## src/rtl/bnn_pkg.sv

```systemverilog
// Shared types and defaults for the BNN inference controller.
// Imported by the controller top and its retiming pipeline.
package bnn_pkg;

  localparam int BNN_IMG_W = 904;
  localparam int BNN_PAD_W = 4;
  localparam int BNN_RES_W = 4;

  typedef enum logic [2:0] {
    ST_IDLE,
    ST_LAUNCH,
    ST_RUN,
    ST_DRAIN,
    ST_DONE
  } bnn_ctrl_state_t;

  // All-ones result marker; callers cast to their result width.
  function automatic logic [31:0] BNN_RES_ERR(input int w);
    BNN_RES_ERR = (w >= 32) ? '1 : ((32'd1 << w) - 32'd1);
  endfunction

endpackage

```

## src/rtl/bnn_ce_pipe.sv

```systemverilog
// Clock-enabled delay line with a valid token and synchronous flush.
// Data only advances behind a valid token, so it freezes once drained.
module bnn_ce_pipe import bnn_pkg::*; #(
  parameter int W      = 8,
  parameter int STAGES = 3
) (
  input  logic         clk,
  input  logic         rst_n,
  input  logic         ce,
  input  logic         flush,
  input  logic         in_valid,
  input  logic [W-1:0] in_data,
  output logic         out_valid,
  output logic [W-1:0] out_data
);

  logic [STAGES-1:0] v_q;
  logic [W-1:0]      d_q [STAGES];

  always_ff @(posedge clk or negedge rst_n) begin
    if (!rst_n) begin
      v_q <= '0;
      for (int i = 0; i < STAGES; i++) begin
        d_q[i] <= '0;
      end
    end else if (flush) begin
      v_q <= '0;
    end else if (ce) begin
      v_q[0] <= in_valid;
      if (in_valid) d_q[0] <= in_data;
      for (int i = 1; i < STAGES; i++) begin
        v_q[i] <= v_q[i-1];
        if (v_q[i-1]) d_q[i] <= d_q[i-1];
      end
    end
  end

  assign out_valid = v_q[STAGES-1];
  assign out_data  = d_q[STAGES-1];

endmodule

```

## src/rtl/bnn_infer_ctrl.sv

```systemverilog
// Inference controller: snapshots an image, retimes it to the core,
// supervises the core with a timeout and retimes the result back.
module bnn_infer_ctrl import bnn_pkg::*; #(
  parameter int IMG_W    = BNN_IMG_W,
  parameter int PAD_W    = BNN_PAD_W,
  parameter int RES_W    = BNN_RES_W,
  parameter int STAGES   = 3,
  parameter int DIV_LOG2 = 2,
  parameter int TIMEOUT  = 4096
) (
  input  logic                   clk,
  input  logic                   rst_n,
  input  logic [IMG_W-1:0]       img_in,
  input  logic                   img_buffer_full,
  input  logic                   bnn_enable,
  input  logic                   bnn_clear,
  output logic [RES_W-1:0]       result_out,
  output logic                   result_ready,
  output logic                   result_err,
  output logic                   busy,
  output logic [IMG_W-PAD_W-1:0] core_img,
  output logic                   core_start,
  input  logic [RES_W-1:0]       core_result,
  input  logic                   core_done
);

  localparam int CW = IMG_W - PAD_W;
  localparam int TW = (TIMEOUT > 1) ? $clog2(TIMEOUT) : 1;

  logic ce;

  generate
    if (DIV_LOG2 == 0) begin : g_nodiv
      assign ce = 1'b1;
    end else begin : g_div
      logic [DIV_LOG2-1:0] div_q;
      always_ff @(posedge clk or negedge rst_n) begin
        if (!rst_n) div_q <= '0;
        else        div_q <= div_q + DIV_LOG2'(1);
      end
      assign ce = (div_q == '0);
    end
  endgenerate

  bnn_ctrl_state_t state_q;
  logic [CW-1:0]    snap_q;
  logic             lpend_q;
  logic             rpend_q;
  logic [RES_W-1:0] res_q;
  logic             rerr_q;
  logic [TW-1:0]    tmo_q;
  logic             start_q;
  logic             ready_q;
  logic             err_q;
  logic [RES_W-1:0] out_q;

  logic             l_valid;
  logic [CW-1:0]    l_data;
  logic             r_valid;
  logic [RES_W:0]   r_data;
  logic             abort;
  logic             l_flush;
  logic             r_flush;
  logic             unused_pad;

  assign unused_pad = ^img_in[PAD_W-1:0];

  assign abort = bnn_clear
               && (state_q == ST_LAUNCH
                || state_q == ST_RUN
                || state_q == ST_DRAIN);
  assign l_flush = abort
                || (state_q == ST_LAUNCH && l_valid);
  assign r_flush = abort
                || (state_q == ST_DRAIN && r_valid);

  bnn_ce_pipe #(.W(CW), .STAGES(STAGES)) u_lpipe (
    .clk       (clk),
    .rst_n     (rst_n),
    .ce        (ce),
    .flush     (l_flush),
    .in_valid  (lpend_q),
    .in_data   (snap_q),
    .out_valid (l_valid),
    .out_data  (l_data)
  );

  bnn_ce_pipe #(.W(RES_W+1), .STAGES(STAGES)) u_rpipe (
    .clk       (clk),
    .rst_n     (rst_n),
    .ce        (ce),
    .flush     (r_flush),
    .in_valid  (rpend_q),
    .in_data   ({res_q, rerr_q}),
    .out_valid (r_valid),
    .out_data  (r_data)
  );

  always_ff @(posedge clk or negedge rst_n) begin
    if (!rst_n) begin
      state_q <= ST_IDLE;
      snap_q  <= '0;
      lpend_q <= 1'b0;
      rpend_q <= 1'b0;
      res_q   <= '0;
      rerr_q  <= 1'b0;
      tmo_q   <= '0;
      start_q <= 1'b0;
      ready_q <= 1'b0;
      err_q   <= 1'b0;
      out_q   <= '0;
    end else begin
      // Pending tokens enter their pipe on the first ce after being set.
      if (ce) begin
        lpend_q <= 1'b0;
        rpend_q <= 1'b0;
      end
      unique case (state_q)
        ST_IDLE: begin
          if (img_buffer_full && bnn_enable) begin
            snap_q  <= img_in[IMG_W-1:PAD_W];
            ready_q <= 1'b0;
            err_q   <= 1'b0;
            lpend_q <= 1'b1;
            state_q <= ST_LAUNCH;
          end
        end
        ST_LAUNCH: begin
          if (bnn_clear) begin
            lpend_q <= 1'b0;
            state_q <= ST_IDLE;
          end else if (l_valid) begin
            start_q <= 1'b1;
            tmo_q   <= '0;
            state_q <= ST_RUN;
          end
        end
        ST_RUN: begin
          if (bnn_clear) begin
            start_q <= 1'b0;
            state_q <= ST_IDLE;
          end else if (core_done) begin
            res_q   <= core_result;
            rerr_q  <= 1'b0;
            rpend_q <= 1'b1;
            start_q <= 1'b0;
            state_q <= ST_DRAIN;
          end else if (tmo_q == TW'(TIMEOUT-1)) begin
            res_q   <= RES_W'(BNN_RES_ERR(RES_W));
            rerr_q  <= 1'b1;
            rpend_q <= 1'b1;
            start_q <= 1'b0;
            state_q <= ST_DRAIN;
          end else begin
            tmo_q <= tmo_q + TW'(1);
          end
        end
        ST_DRAIN: begin
          if (bnn_clear) begin
            rpend_q <= 1'b0;
            state_q <= ST_IDLE;
          end else if (r_valid) begin
            out_q   <= r_data[RES_W:1];
            err_q   <= r_data[0];
            ready_q <= 1'b1;
            state_q <= ST_DONE;
          end
        end
        ST_DONE: begin
          if (bnn_clear) begin
            ready_q <= 1'b0;
            state_q <= ST_IDLE;
          end
        end
        default: state_q <= ST_IDLE;
      endcase
    end
  end

  assign result_out   = out_q;
  assign result_ready = ready_q;
  assign result_err   = err_q;
  assign busy         = (state_q != ST_IDLE);
  assign core_img     = l_data;
  assign core_start   = start_q;

endmodule

```

## config.mk

```make
export PLATFORM = sky130hd
export DESIGN_NAME = bnn_infer_ctrl
export DESIGN_NICKNAME = d
export VERILOG_FILES = /design/src/rtl/bnn_pkg.sv /design/src/rtl/bnn_ce_pipe.sv /design/src/rtl/bnn_infer_ctrl.sv
export SDC_FILE = /design/constraint.sdc
export NUM_CORES = 2
export LEC_CHECK = 0
export BUFFER_PORTS_ARGS = -buffer_cell sky130_fd_sc_hd__buf_2
export CAP_MARGIN = 15
export CORE_AREA = 3 3 700 702
export CTS_BUF_LIST = sky130_fd_sc_hd__clkbuf_4 sky130_fd_sc_hd__clkbuf_8 sky130_fd_sc_hd__clkbuf_16
export DETAILED_ROUTE_END_ITERATION = 12
export DIE_AREA = 0 0 703 705
export PLACE_DENSITY = 0.59
export SLEW_MARGIN = 20
export SYNTH_ARGS = -nofsm -noshare
export SYNTH_HDL_FRONTEND = slang
export SYNTH_SLANG_ARGS = --single-unit
```

## constraint.sdc

```tcl
create_clock -name clk -period 3 [get_ports clk]
set_clock_uncertainty 0.1 [all_clocks]
set_input_delay 0.15 -clock clk [delete_from_list [all_inputs] [get_ports clk]]
set_output_delay 0.15 -clock clk [all_outputs]
set_load 0.02 [all_outputs]
```

==> results.md <==
Yosys:
- Yosys mapped the design onto 54 distinct sky130hd cell types.
- The library cell occupying the most area in the post-synthesis netlist is dfrtp_1.
- Sorting the synthesized cells by area gives the leading types as dfrtp_1, mux2_4, nand2_1.
- The gate count after technology mapping is 10616.
- The count of yosys warnings during synthesis is 0.
- When the netlist entered floorplanning its net count stood at 11532.
- Counting flops with a built-in enable in the synthesized netlist gives 0.
- Among all flip-flop cells after synthesis, the most frequent one is dfrtp_1.
- The share of synthesized area in the top cell type comes to 0.599.
- The sequential element share of the synthesized area is 0.599.
- In this run the mean area of a mapped cell was 14.4 µm².
- The post-synthesis cell area is 153000 µm².
- The share of async-settable or async-resettable flops after synthesis is 1.00.
- The count of state elements after synthesis is 3652.

Status:
- The run finished with clean final reports.

Place:
- Prior to clock tree synthesis, the placed netlist has a worst setup slack of 0.271 ns.
- The detailed placer's ending HPWL is 331000 µm.
- The placed instance area is 161000 µm².
- Port buffering added 1817 buffers.
- Routability-driven placement finished with a final weighted congestion of 0.855.

Hold path:
- The worst-case hold path end point is snap_q[425]$_DFFE_PN0P_.
- The cell depth of the worst hold path is 4.
- The start point of the worst hold path is img_in[429].
- The class of the tightest hold or removal check is in -> reg.

Setup path:
- The largest single stage delay on the critical path is 0.60 ns.
- The maximum fanout along the worst path is 56.
- Walking the worst path, the cells encountered are or3_1 -> nor2_4 -> buf_4 -> buf_12 -> buf_12 -> nand2_1 -> dlygate4sd3_1 -> nand2_1.
- The critical path contains buffers and inverters numbering 4 combined.
- Broken down by cell family, the worst path's largest delay share belongs to buffers and inverters.
- The reg-to-reg setup timing slack is 0.19 ns.
- The critical path class is reg -> reg.
- The category of the worst setup path launch point is a flop.
- STA puts the critical path data required time at 3.78 ns.
- The start of the worst register-to-register path is state_q[1]$_DFFE_PN0P_.
- The worst register-to-register path ends at snap_q[577]$_DFFE_PN0P_.
- The critical path arrival is 3.59 ns.
- The element type at the critical path end is a flop.
- The number of cells on the critical path is 8.
- The largest individual stage delay along the critical path comes from the cell dlygate4sd3_1.
- Measured in cells, the most critical reg-to-reg path has a length of 8.

CTS:
- The post-CTS clock slew at the launch and capture registers of the worst setup and hold paths is 0.07 ns.
- The depth of the CTS H-tree is 5.
- The number of buffers on the longest clock path is 4.
- The CTS tree is yes.
- In this run, CTS created clock tree buffers numbering 387.
- The clock insertion delay at the later pin of the skew report is 0.96 ns.
- The total number of clock tree sinks is 3652.
- The CTS root buffer is clkbuf_16.

Drt:
- The final route contains 91034 vias.
- Summed over all layers, the routed wires come to 463000 µm.
- The number of vias per cell after detailed routing is 4.40.
- The count of routing violations after the opening detailed-route iteration is 5989.
- The number of remaining DRC errors is 0.
- The count of nets left with antenna violations once routing finished came out at 0.
- The first detailed-routing pass took 5 iterations.
- The average routed wire per standard cell is 22.4 µm.

Timing:
- Setup slack on the critical path of the routed design comes to 0.188 ns.
- The worst pin sits at a relative slew slack of 0.364.
- For the final routed database, the setup TNS stands at 0 ns.
- The fmax is 0.356 GHz.
- The total count of max-transition violations in the final report came to 0.
- Of the available clock period, the critical path in the final layout requires 0.937.
- Setup violations remaining at the end of the flow were counted as 0.
- The clock period could shrink to 2.81 ns.
- The final hold violation count is 0.
- Setup repair after global routing left no endpoint under its margin.
- The transition at the pin with the smallest max-transition slack is 0.955 ns.
- Hold is met by 0.0434 ns.

GRT:
- The pin count of the biggest net entering global routing is 128.
- The overall fraction of global-route tracks in use is 0.183.
- For this run the aggregate overflow at the end of global routing stands at 0.
- The first global-routing pass estimated 678000 µm of wire.
- The number of global-route vias before repair is 97266.
- The number of antenna violations at the first check in global routing is 125.

Run:
- The max-capacitance violation count is 0.

Power:
- The power density over the cells is 817 nW/µm².
- IR analysis of the VDD net gives a maximum drop of 0.000718 V.
- The static leakage power is 96.2 nW.

Layout:
- In the final layout, the share of cells above drive strength 1 is 0.334.
- Leaving out fill and tap cells, the most frequent cell in the layout is dfrtp_1.
- The design area is 195000 µm².
- At the end of the flow, the number of nets in the layout was 14745.
- The area growth from synthesis to layout is 28.1%.
- The top cell types in the final layout, fill and taps aside, are dfrtp_1, nand2_1, dlygate4sd3_1, buf_2, mux2_4.
- The final standard cell utilization of the core is 0.403.

Die:
- The initial utilization of the core area, before any placement, comes to 0.315.
- The die area is 496000 µm².
- Row generation in the floorplan step produced 256 rows.
- The vertical die dimension is 705 µm.
- The I/O pin count is 1822.
- The floorplan step defined a core boundary enclosing 485000 µm².
- Measured along the x axis, the die boundary spans 703 µm.
layout make-up:
class / count / area, µm²
Sequential cell: 3652 / 91400
Multi-Input combinational cell: 5552 / 48300
Clock inverter: 138 / 1740
Clock buffer: 559 / 11500
Tap cell: 6450 / 8070
Fill cell: 44622 / 289000
Timing Repair Buffer: 4228 / 34200
Antenna cell: 89 / 223
Inverter: 8 / 30.0
sequential cells by signal, indices dropped and copies added, names as in the netlist:
register,count
res_q,4
u_rpipe.d_q,10
rerr_q,1
u_rpipe.out_data,5
u_lpipe.d_q,1800
result_ready,1
u_lpipe.v_q,3
u_lpipe.out_data,900
lpend_q,1
result_out,4
snap_q,900
state_q,3
rpend_q,1
tmo_q,12
result_err,1
g_div.div_q,2
core_start,1
u_rpipe.v_q,3
how the worst max path moves through the flow:
stage | start | end | slack (ns)
5_1_grt | state_q[1]$_DFFE_PN0P_ | u_lpipe.out_data[408]$_DFFE_PN0P_ | 0.04
3_3_place_gp | state_q[1]$_DFFE_PN0P_ | u_lpipe.out_data[223]$_DFFE_PN0P_ | 0.31
3_5_place_dp | state_q[1]$_DFFE_PN0P_ | u_lpipe.out_data[292]$_DFFE_PN0P_ | 0.27
2_1_floorplan | u_lpipe.v_q[2]$_DFFE_PN0P_ | u_lpipe.d_q[1000]$_DFFE_PN0P_ | 1.05
4_1_cts | state_q[1]$_DFFE_PN0P_ | snap_q[424]$_DFFE_PN0P_ | 0.02
6_report | state_q[1]$_DFFE_PN0P_ | snap_q[577]$_DFFE_PN0P_ | 0.19
where the power goes:
part	internal, mW	switching (mW)	leakage (nW)	total, mW
clock	28.4	20.9	6.64	49.2
combinational	18.4	14.1	43.0	32.5
sequential	66.0	12.1	46.6	78.1
stage by stage:
step	cells	total power, mW
after floorplan	10616	97.8
after global placement	17836	108
after detailed placement	17836	109
final	20676	160
after global routing	20643	167
after CTS	20585	161
cell usage after synthesis, types with 4 or more instances:
| cell type | count |
|---|---|
| buf_6 | 98 |
| dfrtp_1 | 3652 |
| buf_2 | 172 |
| mux2_2 | 52 |
| inv_1 | 8 |
| a21oi_1 | 14 |
| clkbuf_1 | 20 |
| mux2_4 | 1778 |
| buf_12 | 198 |
| o31ai_1 | 4 |
| nand3_1 | 11 |
| nand2_1 | 2718 |
| mux2_1 | 889 |
| nor2_1 | 12 |
| a21o_1 | 7 |
| buf_4 | 914 |
| nand4_1 | 7 |
| o22a_1 | 4 |
cell families after synthesis:
| kind of cell | after synthesis | synth area share |
|---|---|---|
| buffers and inverters | 1412 | 0.0846 |
| adders and majority gates | 2 | 0.000164 |
| muxes | 2722 | 0.245 |
| DFF | 3652 | 0.599 |
| and+or+nand+nor | 2775 | 0.0692 |
| AOI/OAI and AO/OA | 53 | 0.00256 |
tightest hold or removal path: cells and delay by family:
family        cells  cell delay, ns
buf+inv           2            0.72
simple gates      2            0.19
timing repair:
item,in CTS,in global routing
resized for setup,0,0
endpoints found under the setup margin,0,39
hold endpoints to repair,4353,0
hold buffers,2052,0
setup buffers,0,2
per-layer routing:
metal / part of all wire / global-route usage / vias up
met3: 0.060 / 0.0435 / 986
li1: - / - / 40755
met5: 0.00059 / 0 / -
met4: 0.062 / 0.0970 / 44
met1: 0.40 / 0.220 / 46693
met2: 0.48 / 0.302 / 2556
No activity file was read; power rests on OpenSTA's default activity.
